<file path="config.mk">
export PLATFORM = sky130hd
export DESIGN_NAME = sd_dat_writer
export DESIGN_NICKNAME = d
export VERILOG_FILES = /design/src/rtl/sd_dat_writer.sv
export SDC_FILE = /design/constraint.sdc
export NUM_CORES = 1
export LEC_CHECK = 0
export CORE_AREA = 2 2 141 74
export DETAILED_ROUTE_END_ITERATION = 6
export DIE_AREA = 0 0 143 76
export SKIP_CTS_REPAIR_TIMING = 1
export SLEW_MARGIN = 30
export SYNTH_ARGS = -nofsm -noshare
export SYNTH_HDL_FRONTEND = slang
export SYNTH_SLANG_ARGS = --single-unit
</file>
<file path="constraint.sdc">
create_clock -name clk -period 8.1 [get_ports clk]
set_input_delay 1.215 -clock clk [delete_from_list [all_inputs] [get_ports clk]]
set_output_delay 1.215 -clock clk [all_outputs]
set_load 0.02 [all_outputs]
</file>
<file path="src/rtl/sd_dat_writer.sv">
// sd_dat_writer
//   Sends one 512-byte sector to an SD card over DAT0 (1-bit bus) and then
//   collects the card's CRC-status token and its busy indication.
//   On the wire: NWR idle-high bits, a start bit, 4096 data bits (byte 0
//   first, MSB first), CRC16 (MSB first) and an end bit. The host then
//   releases DAT0, waits for the 3-bit status token and waits for busy to end.
//   Everything runs on clk. The host changes DAT0 on sdclk falling edges and
//   samples DAT0 on sdclk rising edges. Edges are found with one registered
//   copy of sdclk.
//
// Ports
//   clk, rst          system clock; asynchronous active-high reset
//   sdclk             SD clock from the command controller (sampled on clk)
//   sddat0_in         DAT0 as seen at the pad
//   sddat0_oe/_out    DAT0 output enable (1 = drive) and drive value
//   wstart            one-clk pulse that starts a sector write
//   wbusy             high from the clk after wstart until wdone
//   wdone             one-clk pulse at the end of the transfer
//   werr              00 ok, 01 CRC rejected, 10 write error, 11 timeout
//   inreq/inaddr      one-clk request for sector byte inaddr
//   inbyte            requested byte, valid one clk after inreq
module sd_dat_writer #(
  parameter int NWR         = 2,
  parameter int STATTIMEOUT = 64,
  parameter int BUSYTIMEOUT = 1000000
) (
  input  logic       clk,
  input  logic       rst,
  input  logic       sdclk,
  input  logic       sddat0_in,
  output logic       sddat0_oe,
  output logic       sddat0_out,
  input  logic       wstart,
  output logic       wbusy,
  output logic       wdone,
  output logic [1:0] werr,
  output logic       inreq,
  output logic [8:0] inaddr,
  input  logic [7:0] inbyte
);

  // One counter serves for bits, status bits and timeouts, so it must be
  // wide enough for the largest of them.
  localparam int MAXA = (BUSYTIMEOUT > STATTIMEOUT) ? BUSYTIMEOUT : STATTIMEOUT;
  localparam int MAXB = (MAXA > NWR) ? MAXA : NWR;
  localparam int MAXC = (MAXB > 4096) ? MAXB : 4096;
  localparam int CW   = $clog2(MAXC + 1);

  typedef enum logic [3:0] {
    S_IDLE, S_PRE, S_START, S_DATA, S_CRC, S_END,
    S_STATWAIT, S_STATUS, S_BUSY, S_DONE
  } state_t;

  state_t          r_state, w_next;
  logic            r_sdclk_q;
  logic            r_oe, r_out;
  logic [CW-1:0]   r_cnt;
  logic [15:0]     r_crc;
  logic [7:0]      r_shift, r_stage;
  logic [1:0]      r_stat;
  logic            r_req_d;
  logic [1:0]      r_werr;
  logic            r_wbusy;
  logic            r_inreq;
  logic [8:0]      r_inaddr;

  logic            w_fall, w_rise, w_first, w_dbit;
  logic [CW-1:0]   w_cnt_inc;

  // Counters stick at all-ones instead of wrapping.
  function automatic logic [CW-1:0] sat_inc(input logic [CW-1:0] v);
    return (&v) ? v : v + CW'(1);
  endfunction

  // CRC16-CCITT (x^16+x^12+x^5+1), one data bit per call.
  function automatic logic [15:0] crc_next(input logic [15:0] c, input logic b);
    return {c[14:0], 1'b0} ^ ((c[15] ^ b) ? 16'h1021 : 16'h0000);
  endfunction

  assign w_fall    = r_sdclk_q & ~sdclk;
  assign w_rise    = ~r_sdclk_q & sdclk;
  assign w_cnt_inc = sat_inc(r_cnt);
  // Bit 7 of each byte comes from the staging register. Later bits come from the shifter.
  assign w_first   = (r_cnt[2:0] == 3'd0);
  assign w_dbit    = w_first ? r_stage[7] : r_shift[7];

  assign sddat0_oe  = r_oe;
  assign sddat0_out = r_out;
  assign wbusy      = r_wbusy;
  assign wdone      = (r_state == S_DONE);
  assign werr       = r_werr;
  assign inreq      = r_inreq;
  assign inaddr     = r_inaddr;

  always_ff @(posedge clk or posedge rst) begin
    if (rst) r_state <= S_IDLE;
    else     r_state <= w_next;
  end

  always_comb begin
    w_next = r_state;
    unique case (r_state)
      S_IDLE:     if (wstart) w_next = S_PRE;
      S_PRE:      if (w_fall && r_cnt == CW'(NWR - 1)) w_next = S_START;
      S_START:    if (w_fall) w_next = S_DATA;
      S_DATA:     if (w_fall && r_cnt == CW'(4095)) w_next = S_CRC;
      S_CRC:      if (w_fall && r_cnt == CW'(15)) w_next = S_END;
      S_END:      if (w_fall && r_cnt == CW'(1)) w_next = S_STATWAIT;
      S_STATWAIT: if (w_rise) begin
                    if (!sddat0_in)                          w_next = S_STATUS;
                    else if (w_cnt_inc >= CW'(STATTIMEOUT))  w_next = S_DONE;
                  end
      S_STATUS:   if (w_rise && r_cnt == CW'(2)) w_next = S_BUSY;
      S_BUSY:     if (w_rise && (sddat0_in || w_cnt_inc >= CW'(BUSYTIMEOUT)))
                    w_next = S_DONE;
      S_DONE:     w_next = S_IDLE;
      default:    w_next = S_IDLE;
    endcase
  end

  // control / bus drive
  always_ff @(posedge clk or posedge rst) begin
    if (rst) begin
      r_sdclk_q <= 1'b0;
      r_oe      <= 1'b0;
      r_out     <= 1'b1;
      r_cnt     <= '0;
      r_crc     <= 16'h0000;
      r_req_d   <= 1'b0;
      r_werr    <= 2'b00;
      r_wbusy   <= 1'b0;
      r_inreq   <= 1'b0;
      r_inaddr  <= 9'd0;
    end else begin
      r_sdclk_q <= sdclk;
      r_inreq   <= 1'b0;
      r_inaddr  <= 9'd0;
      r_req_d   <= r_inreq;

      // The counter restarts on every state change. Otherwise it counts the
      // edge that matters in the current state.
      if (w_next != r_state)
        r_cnt <= '0;
      else if ((w_fall && (r_state inside {S_PRE, S_DATA, S_CRC, S_END})) ||
               (w_rise && (r_state inside {S_STATWAIT, S_STATUS, S_BUSY})))
        r_cnt <= w_cnt_inc;

      case (r_state)
        S_IDLE: if (wstart) begin
          r_werr   <= 2'b00;
          r_wbusy  <= 1'b1;
          r_crc    <= 16'h0000;
          r_inreq  <= 1'b1;
          r_inaddr <= 9'd0;
        end
        S_PRE: if (w_fall) begin
          r_oe  <= 1'b1;
          r_out <= 1'b1;
        end
        S_START: if (w_fall) r_out <= 1'b0;
        S_DATA: if (w_fall) begin
          r_out <= w_dbit;
          r_crc <= crc_next(r_crc, w_dbit);
          // Fetch the next byte while this one is on the wire.
          if (w_first && r_cnt[11:3] != 9'd511) begin
            r_inreq  <= 1'b1;
            r_inaddr <= r_cnt[11:3] + 9'd1;
          end
        end
        S_CRC: if (w_fall) begin
          r_out <= r_crc[15];
          r_crc <= {r_crc[14:0], 1'b0};
        end
        S_END: if (w_fall) begin
          r_out <= 1'b1;
          if (r_cnt != '0) r_oe <= 1'b0;
        end
        S_STATWAIT: if (w_rise && sddat0_in && w_next == S_DONE) r_werr <= 2'b11;
        S_STATUS: if (w_rise && r_cnt == CW'(2)) begin
          case ({r_stat, sddat0_in})
            3'b010:  r_werr <= r_werr;
            3'b101:  r_werr <= 2'b01;
            default: r_werr <= 2'b10;
          endcase
        end
        // A busy timeout overrides any code set by the status token.
        S_BUSY: if (w_rise && !sddat0_in && w_next == S_DONE) r_werr <= 2'b11;
        S_DONE: r_wbusy <= 1'b0;
        default: ;
      endcase
    end
  end

  // data path: byte staging, serialiser, status shift
  always_ff @(posedge clk) begin
    if (r_req_d) r_stage <= inbyte;
    if (r_state == S_DATA && w_fall)
      r_shift <= w_first ? {r_stage[6:0], 1'b0} : {r_shift[6:0], 1'b0};
    if (r_state == S_STATUS && w_rise)
      r_stat <= {r_stat[0], sddat0_in};
  end

endmodule

</file>
==> results.cfg, run 1 <==
[run_status]
status = completed

[layout]
final_cell_area_um2 = 4920
seqCellArea_um2 = 1940
drive_above_1_share_pct = 11.5
postLayoutCoreUtil_pct = 50.2
nets = 484
syn2layout_area_growth_pct = 14.9
diodes = 0
multi_input_area_um2 = 2150
n_fill_cell = 913

[cts]
clock_latency_ns = 0.34
numCtsBuffers = 9
tritoncts = built
cts-root-buf = clkbuf_16
clockBufferDepth = 2
clock-sinks = 74
h-tree-depth = 3
clk_transition_reported_paths_ns = 0.06

[timing]
setup_viol = 0
timing_max_transition_violations_final = 0
period_share_pct = 47.4
rsz0062_at_grt = no
period_needed_ns = 3.84
slew_headroom_pct = 48.1
setup_tns_ns = 0
clock_skew_ns = 0.00636
finalHoldViolCount = 0
clock.fmax_mhz = 260
worstMarginPinSlew_ns = 0.777

[worst_setup_path]
crit_type = flop to flop
cp.arrival_ns = 4.05
worst_setup_path_end_kind = flop
start_kind = flop
required_ns = 8.31
crit_fanout = 11

[logic_synthesis]
synth.avg_cell_area_um2 = 9.49
synth-seq-cells = 74
synthCells = 451
synth_commonest_cells = 63 x nand2_1, 56 x dfrtp_1, 55 x nor2_1, 30 x o21ai_0
synthArstFlopShare_pct = 77.0
ys_types = 71
yosysTopAreaCellShare_pct = 32.7
yosys.area.top_type = dfrtp_1
synth_ff_type = dfrtp_1
synth_fp_nets = 469
yosys-top-cells-area = dfrtp_1 33%, edfxtp_1 12%, nand2_1 5.5%
synth-edff-count = 17
ys_seq_area_share_pct = 45.3
yosys_warnings = 0
synthesis.area_um2 = 4280
yosysMostFrequentCell = nand2_1

[grt]
antenna_found_initial = 0
grt_max_degree = 58
grt_pass1_wl_um = 17300
grt_overflow = 0
grt_pass1_vias = 3177
grt.total_usage_pct = 20.5

[drt]
ant_nets = 0
routedWlPerCell_um = 16.7
num_vias = 3403
drc = 0
wl_met2_um = 3850
wl_um = 10200
drt_iter0_markers = 407
viasPerCell = 5.57
maxUsedRoutingLayer = met4
wl_met1_um = 5710
dr_wl_met3_um = 519
dr.pass1.iters = 5

[floorplanning]
num_rows = 26
initial_core_util_pct = 43.7
die_w_um = 143
die_h_um = 76
die_area_um2 = 10900
core_um2 = 9790
num_io_pins = 29

[power]
p_int_mw = 0.819
finalPower_mw = 1.29
switchingPower_mw = 0.467
peakVddDrop_v = 0.000124
power_leakage_nw = 1.89
pwr-share-comb_pct = 29.7
clockPowerShare_pct = 31.2
p_seq_share_pct = 39.1
p_per_area_nw_per_um2 = 261
swShare_pct = 36.3

[placed_design]
io_buffers = 28
placed_cell_area_um2 = 4620
gp_congestion = 0.872
hpwl_um = 7210

[hold_path]
hold_path.class = flop to flop

[run]
maxCapViolCount = 0
[placed cells by master, fill, tap and decap left out, drive strengths merged, types with 4 or more instances in the layout]
| master | instances |
|---|---|
| dfrtp | 56 |
| a31oi | 6 |
| and2 | 6 |
| nand2 | 64 |
| edfxtp | 17 |
| xnor2 | 14 |
| clkdlybuf4s50 | 28 |
| nand4 | 11 |
| nand3 | 15 |
| clkbuf | 10 |
| a311oi | 8 |
| o22ai | 4 |
| ha | 5 |
| mux2 | 6 |
| nor2b | 6 |
| xor2 | 8 |
| nand2b | 5 |
| nor2 | 55 |
| a21oi | 17 |
| and3 | 7 |
| buf | 4 |
| nor4 | 8 |
| nor3 | 7 |
| inv | 12 |
| o21ai | 31 |
| mux2i | 6 |
[per-layer routing]
| layer | vias up | track usage (%) |
|---|---|---|
| li1 | 1656 | - |
| met1 | 1639 | 34.9 |
| met2 | 96 | 25.0 |
| met4 | 0 | 4.75 |
| met5 | - | 0 |
| met3 | 12 | 4.97 |
[final timing paths]
check | from | endpoint | slack [ns] | cells after the start
setup / recovery | r_cnt[0]$_DFFE_PP0P_ | werr[0]$_DFFE_PP0P_ | 4.26 | 10
max in group asynchronous | rst | r_cnt[6]$_DFFE_PP0P_ | 6.19 | 3
hold / removal | inreq$_DFF_PP0_ | r_req_d$_DFF_PP0_ | 0.41 | 0
hold reg to reg | inreq$_DFF_PP0_ | r_req_d$_DFF_PP0_ | 0.41 | 0
setup reg to reg | r_cnt[0]$_DFFE_PP0P_ | werr[0]$_DFFE_PP0P_ | 4.26 | 10
min in group asynchronous | rst | r_cnt[19]$_DFFE_PP0P_ | 1.41 | 3
[registers in the layout, summed over array words and instances, names as in the netlist]
| name | cells |
|---|---|
| inaddr | 9 |
| inreq | 1 |
| r_cnt | 20 |
| r_crc | 16 |
| r_req_d | 1 |
| r_sdclk_q | 1 |
| r_shift | 7 |
| r_stage | 8 |
| r_stat | 2 |
| r_state | 4 |
| sddat0_oe | 1 |
| sddat0_out | 1 |
| wbusy | 1 |
| werr | 2 |
[critical path, cell delays in order, from the launching register on]
cell and delay (ns):
dfrtp_1 0.50, ha_1 0.29, nand2_1 0.18, nor3_2 0.65, and3_1 0.26, a31oi_1 0.13
or4_4 0.50, o21ai_1 0.40, a41oi_1 0.29, a311oi_1 0.36, o22ai_1 0.13
[through the flow]
stage          std cells  worst slack, ns  hold slack [ns]
6_report             611             4.26            0.410
5_1_grt              611             3.99            0.433
4_1_cts              611             4.39            0.408
3_5_place_dp         595             4.08            0.377
3_3_place_gp         595             4.18            0.392
2_1_floorplan        451             4.99            0.450
[power groups by stage]
stage | Clock (mW) | Combinational [mW] | Sequential, mW
2_1_floorplan | 0 | 0.291 | 0.484
3_3_place_gp | 0 | 0.377 | 0.506
3_5_place_dp | 0 | 0.379 | 0.507
4_1_cts | 0.407 | 0.381 | 0.500
5_1_grt | 0.430 | 0.424 | 0.510
6_report | 0.401 | 0.382 | 0.502
[final cells by class]
| cell class | instances | share of cell area [%] |
|---|---|---|
| Multi-Input combinational cell | 337 | 43.8 |
| Sequential cell | 74 | 39.4 |
| Timing Repair Buffer | 32 | 6.31 |
| Clock buffer | 10 | 4.65 |
| Tap cell | 140 | 3.56 |
| Clock inverter | 6 | 1.37 |
| Inverter | 12 | 0.916 |
[cell families after synthesis]
family                     share of synthesized area, %
and+or+nand+nor                                    26.3
AOI/OAI and AO/OA                                  15.1
DFF                                                45.3
buffers and inverters                              4.38
xor gates and xnor gates                           4.50
muxes                                              2.98
adders and majority gates                          1.46
Note: power is estimated with default switching activity, not from simulation.
==> run 2: changes to the inputs <==
--- a/config.mk
+++ b/config.mk
@@ -8,6 +8,7 @@
 export CORE_AREA = 2 2 141 74
 export DETAILED_ROUTE_END_ITERATION = 6
 export DIE_AREA = 0 0 143 76
+export PLACE_DENSITY = 0.66
 export SKIP_CTS_REPAIR_TIMING = 1
 export SLEW_MARGIN = 30
 export SYNTH_ARGS = -nofsm -noshare
==> constraint.sdc (replaced) <==
create_clock -name clk -period 3.25 [get_ports clk]
set_input_delay 0.4875 -clock clk [delete_from_list [all_inputs] [get_ports clk]]
set_output_delay 0.4875 -clock clk [all_outputs]
set_load 0.02 [all_outputs]
==> run 2 against run 1 <==
Effect of this change:
- via count rose by 7.6%
- utilization is 4.0 points higher
- routed wire length is 7.2% higher
- total power increased to 2.5 times the previous value
- sequential cell count unchanged
- hold slack improved by 0.021 ns
- sequential power is 140% higher
- cell count up 7.2%
- critical path depth is 1 higher
- first-iteration DRC count fell by 1.2%
- die area stayed put
- maximum frequency is 21% higher
- critical endpoint is now r_cnt[12]$_DFFE_PP0P_
- largest power group unchanged
==> results.cfg, run 2 (synthesized netlist as in run 1, its figures left out) <==
[layout]
largest_register_ffs = 20
diodes = 0
syn2layout_area_growth_pct = 24.1
final_cell_area_um2 = 5310
drive_above_1_share_pct = 20.4
largest-register = r_cnt
final_common_cell = nand2_1
nets = 528
final_cell_mix = 63 x nand2_1, 56 x dfrtp_1, 55 x nor2_1

[timing]
setup_ws_ns = 0.0882
holdWs_ns = 0.431
period_share_pct = 97.3
timing_max_transition_violations_final = 0
clock.fmax_mhz = 316
finalHoldViolCount = 0
worstMarginPinSlew_ns = 0.675
clock_skew_ns = 0.00499
setup_viol = 0
slew_headroom_pct = 54.5
period_needed_ns = 3.16

[drt]
num_vias = 3663
drc = 0
dr.pass1.iters = 4
drt_iter0_markers = 402
routedWlPerCell_um = 16.7
viasPerCell = 5.59
wl_um = 10900
ant_nets = 0

[power]
peakVddDrop_v = 0.000369
p_per_area_nw_per_um2 = 617
power_leakage_nw = 2.14
finalPower_mw = 3.28

[worst_setup_path]
path_buf_inv = 2
crit_fanout = 20
crit_type = flop to flop
max_stage_delay_ns = 0.59
worst_setup_path_end_kind = flop
required_ns = 3.50
cp.arrival_ns = 3.41
path_cells = ha_1, nand2_1, buf_4, nor4_4, nor2_1, or4_4, o31ai_4, and4b_1, o22ai_1, buf_12, a311oi_2
start_kind = flop
cp_slowest_cell = or4_4
path_delay_family = simple AND/OR/NAND/NOR gates

[cts]
cts-root-buf = clkbuf_16
clock-sinks = 74
clk_transition_reported_paths_ns = 0.06
tritoncts = built
numCtsBuffers = 9
clockBufferDepth = 2
clock_latency_ns = 0.34
h-tree-depth = 3

[placed_design]
hpwl_um = 8180
placed_cell_area_um2 = 4970
io_buffers = 28
pre_cts_slack_ns = -0.0705
gp_congestion = 0.994

[floorplanning]
num_io_pins = 29
die_w_um = 143
die_h_um = 76
core_um2 = 9790
die_area_um2 = 10900
initial_core_util_pct = 43.7
num_rows = 26

[grt]
antenna_found_initial = 0
grt.total_usage_pct = 21.5
grt_pass1_wl_um = 17900
grt_pass1_vias = 3401
grt_overflow = 0
grt_max_degree = 35

[run_status]
status = completed

[hold_path]
hold_path.class = flop to flop

[run]
maxCapViolCount = 0
[run 2: layout make-up]
type / instances / area [um^2]
clock buffer: 9 / 225
clock inverter: 7 / 60.1
fill: 903 / 4480
inverter: 12 / 45.0
multi-input combinational: 337 / 2200
sequential: 74 / 1940
tap: 140 / 175
timing repair buffer: 76 / 666
[run 2: stage by stage]
stage	cells	TNS (ns)	utilization, %
2_1_floorplan	451	0	-
3_3_place_gp	638	0	50.8
3_5_place_dp	638	-0.138	50.8
4_1_cts	654	-0.378	53.7
5_1_grt	655	-0.0139	54.3
6_report	655	0	54.3
[run 2: layer usage]
metal / wire length, um / vias up / GRT usage, %
met5: 0 / - / 0
met4: 130 / 0 / 5.84
li1: - / 1743 / -
met3: 943 / 10 / 7.10
met1: 5680 / 1744 / 34.4
met2: 4150 / 166 / 26.9
[run 2: worst register-to-register path: cells and delay by family (launching register included)]
kind	cells	cell delay [ns]
AOI/OAI and AO/OA	3	0.67
adders and majority gates	1	0.22
buffers and inverters	2	0.36
DFF	1	0.35
and+or+nand+nor	5	1.45
[run 2: path summary, 6_finish.rpt]
check	slack, ns	start	depth (start not counted)	to
hold reg to reg	0.43	inreq$_DFF_PP0_	0	r_req_d$_DFF_PP0_
hold / removal	0.43	inreq$_DFF_PP0_	0	r_req_d$_DFF_PP0_
min in group asynchronous	0.51	rst	2	r_cnt[18]$_DFFE_PP0P_
setup / recovery	0.09	r_cnt[0]$_DFFE_PP0P_	11	r_cnt[12]$_DFFE_PP0P_
max in group asynchronous	2.09	rst	3	sddat0_out$_DFFE_PP1P_
setup reg to reg	0.09	r_cnt[0]$_DFFE_PP0P_	11	r_cnt[12]$_DFFE_PP0P_
[run 2: power breakdown]
part,switching (mW),internal [mW],leakage [nW]
Sequential,0.126,1.08,0.926
Combinational,0.661,0.447,1.08
Clock,0.428,0.530,0.137
Total,1.22,2.06,2.14
==> run 3: changes to the inputs <==
==> config.mk (replaced) <==
export PLATFORM = sky130hd
export DESIGN_NAME = sd_dat_writer
export DESIGN_NICKNAME = d
export VERILOG_FILES = /design/src/rtl/sd_dat_writer.sv
export SDC_FILE = /design/constraint.sdc
export NUM_CORES = 1
export LEC_CHECK = 0
export CORE_AREA = 2 2 150 79
export DETAILED_ROUTE_END_ITERATION = 6
export DIE_AREA = 0 0 152 81
export SKIP_CTS_REPAIR_TIMING = 1
export SYNTH_ARGS = -nofsm -noshare
export SYNTH_HDL_FRONTEND = slang
export SYNTH_SLANG_ARGS = --single-unit
==> run 3 against run 2 <==
Effect of this change:
- non-clock buffer count increased by 15
- total power increased by 4.0%
- combinational power rose by 9.9%
- highest routed layer unchanged
- cell count increased by 3.8%
- first-iteration DRC count grew 2.0%
- routed wire length is 12% higher
- utilization down 5.5 points
- critical endpoint is now r_cnt[16]$_DFFE_PP0P_
- clock skew rose by 0.0033 ns
==> results.cfg, run 3 (synthesized netlist as in run 1, its figures left out) <==
[run_status]
status = completed

[drt]
routedWlPerCell_um = 18.0
dr.pass1.iters = 5
ant_nets = 0
drc = 0
drt_iter0_markers = 410
wl_um = 12300
num_vias = 3797
viasPerCell = 5.58

[timing]
period_share_pct = 97.2
setup_tns_ns = 0
period_needed_ns = 3.16
clock.fmax_mhz = 316
setup_viol = 0
timing_max_transition_violations_final = 0
setup_ws_ns = 0.0896
worstMarginPinSlew_ns = 0.748
slew_headroom_pct = 50.1
finalHoldViolCount = 0
clock_skew_ns = 0.00833

[worst_setup_path]
max_stage_delay_ns = 0.37
r2r_slack_ns = 0.09
required_ns = 3.50
crit_type = flop to flop
cp_common_cell = a311oi_2
cp.arrival_ns = 3.41
cp_slowest_cell = dfrtp_1
r2r_end = r_cnt[16]$_DFFE_PP0P_
crit_fanout = 20
path_cells = ha_2, nand4_1, nor4_2, xnor2_1, nand2_1, nor4_1, buf_4, a21oi_1, a311oi_2, o22ai_1, clkbuf_16, a311oi_2
start_kind = flop
worst_setup_path_end_kind = flop
ff2ff_path_depth = 12
regToRegStartpoint = r_cnt[3]$_DFFE_PP0P_

[floorplanning]
core_um2 = 11200
num_rows = 28
num_io_pins = 29
die_area_um2 = 12300
die_h_um = 81
initial_core_util_pct = 38.1
die_w_um = 152

[grt]
grt_pass1_wl_um = 19200
grt_overflow = 0
grt.total_usage_pct = 20.5
grt_max_degree = 33
antenna_found_initial = 0
grt_pass1_vias = 3395

[power]
finalPower_mw = 3.41
power_leakage_nw = 2.22
peakVddDrop_v = 0.000364
p_per_area_nw_per_um2 = 621

[hold_path]
worstHoldEndpoint = r_req_d$_DFF_PP0_
hold_depth = 0
hold_path.class = flop to flop
min_from = inreq$_DFF_PP0_

[layout]
final_common_cell = nand2_1
final_cell_mix = 63 x nand2_1, 60 x buf_4, 55 x nor2_1
syn2layout_area_growth_pct = 28.2
drive_above_1_share_pct = 24.3
largest_register_ffs = 20
layout.cells.non_filler = 680
diodes = 0
nets = 543
largest-register = r_cnt

[cts]
clock-sinks = 74
clockBufferDepth = 2
h-tree-depth = 3
numCtsBuffers = 9
clock_latency_ns = 0.35
clk_transition_reported_paths_ns = 0.07
cts-root-buf = clkbuf_16
tritoncts = built

[placed_design]
hpwl_um = 9220
numPlacedInstances = 663
io_buffers = 28
gp_congestion = 0.934
pre_cts_slack_ns = 0.108

[run]
maxCapViolCount = 0
-- run 3: cell type report --
| type | count | area [um^2] |
|---|---|---|
| inverter | 12 | 45.0 |
| tap | 150 | 188 |
| fill | 1051 | 5760 |
| sequential | 74 | 1940 |
| timing repair buffer | 91 | 787 |
| clock inverter | 7 | 63.8 |
| multi-input combinational | 337 | 2240 |
| clock buffer | 9 | 225 |
-- run 3: worst max-delay path: cells and delay by family, from the launching register on --
| family | cells | cell delay (ns) |
|---|---|---|
| compound gates | 4 | 0.80 |
| xor+xnor | 1 | 0.17 |
| fa+ha+maj | 1 | 0.20 |
| buf+inv | 2 | 0.41 |
| flops | 1 | 0.37 |
| simple gates | 4 | 1.08 |
-- run 3: how the worst max path moves through the flow --
stage | startpoint | end
2_1_floorplan | r_cnt[3]$_DFFE_PP0P_ | r_cnt[12]$_DFFE_PP0P_
3_3_place_gp | sdclk | r_cnt[10]$_DFFE_PP0P_
3_5_place_dp | sdclk | r_cnt[16]$_DFFE_PP0P_
4_1_cts | r_cnt[9]$_DFFE_PP0P_ | r_cnt[16]$_DFFE_PP0P_
5_1_grt | r_cnt[3]$_DFFE_PP0P_ | werr[1]$_DFFE_PP0P_
6_report | r_cnt[3]$_DFFE_PP0P_ | r_cnt[16]$_DFFE_PP0P_
-- run 3: per-stage QoR --
step / util (%) / area [um^2] / hold WS, ns
2_1_floorplan: - / 4280 / 0.450
3_3_place_gp: 45.3 / 5100 / 0.364
3_5_place_dp: 45.3 / 5100 / 0.366
4_1_cts: 47.9 / 5390 / 0.386
5_1_grt: 48.8 / 5490 / 0.404
6_report: 48.8 / 5490 / 0.385
-- run 3: power by group --
part | internal [mW] | switching [mW]
combinational | 0.482 | 0.738
sequential | 1.08 | 0.114
clock | 0.538 | 0.453
-- run 3: layer usage --
| metal | global-route usage, % | vias up | wire (um) |
|---|---|---|---|
| met5 | 0 | - | 0 |
| met4 | 5.23 | 0 | 136 |
| met2 | 24.4 | 168 | 4350 |
| met1 | 33.7 | 1847 | 6580 |
| met3 | 6.08 | 12 | 1210 |
| li1 | - | 1770 | - |
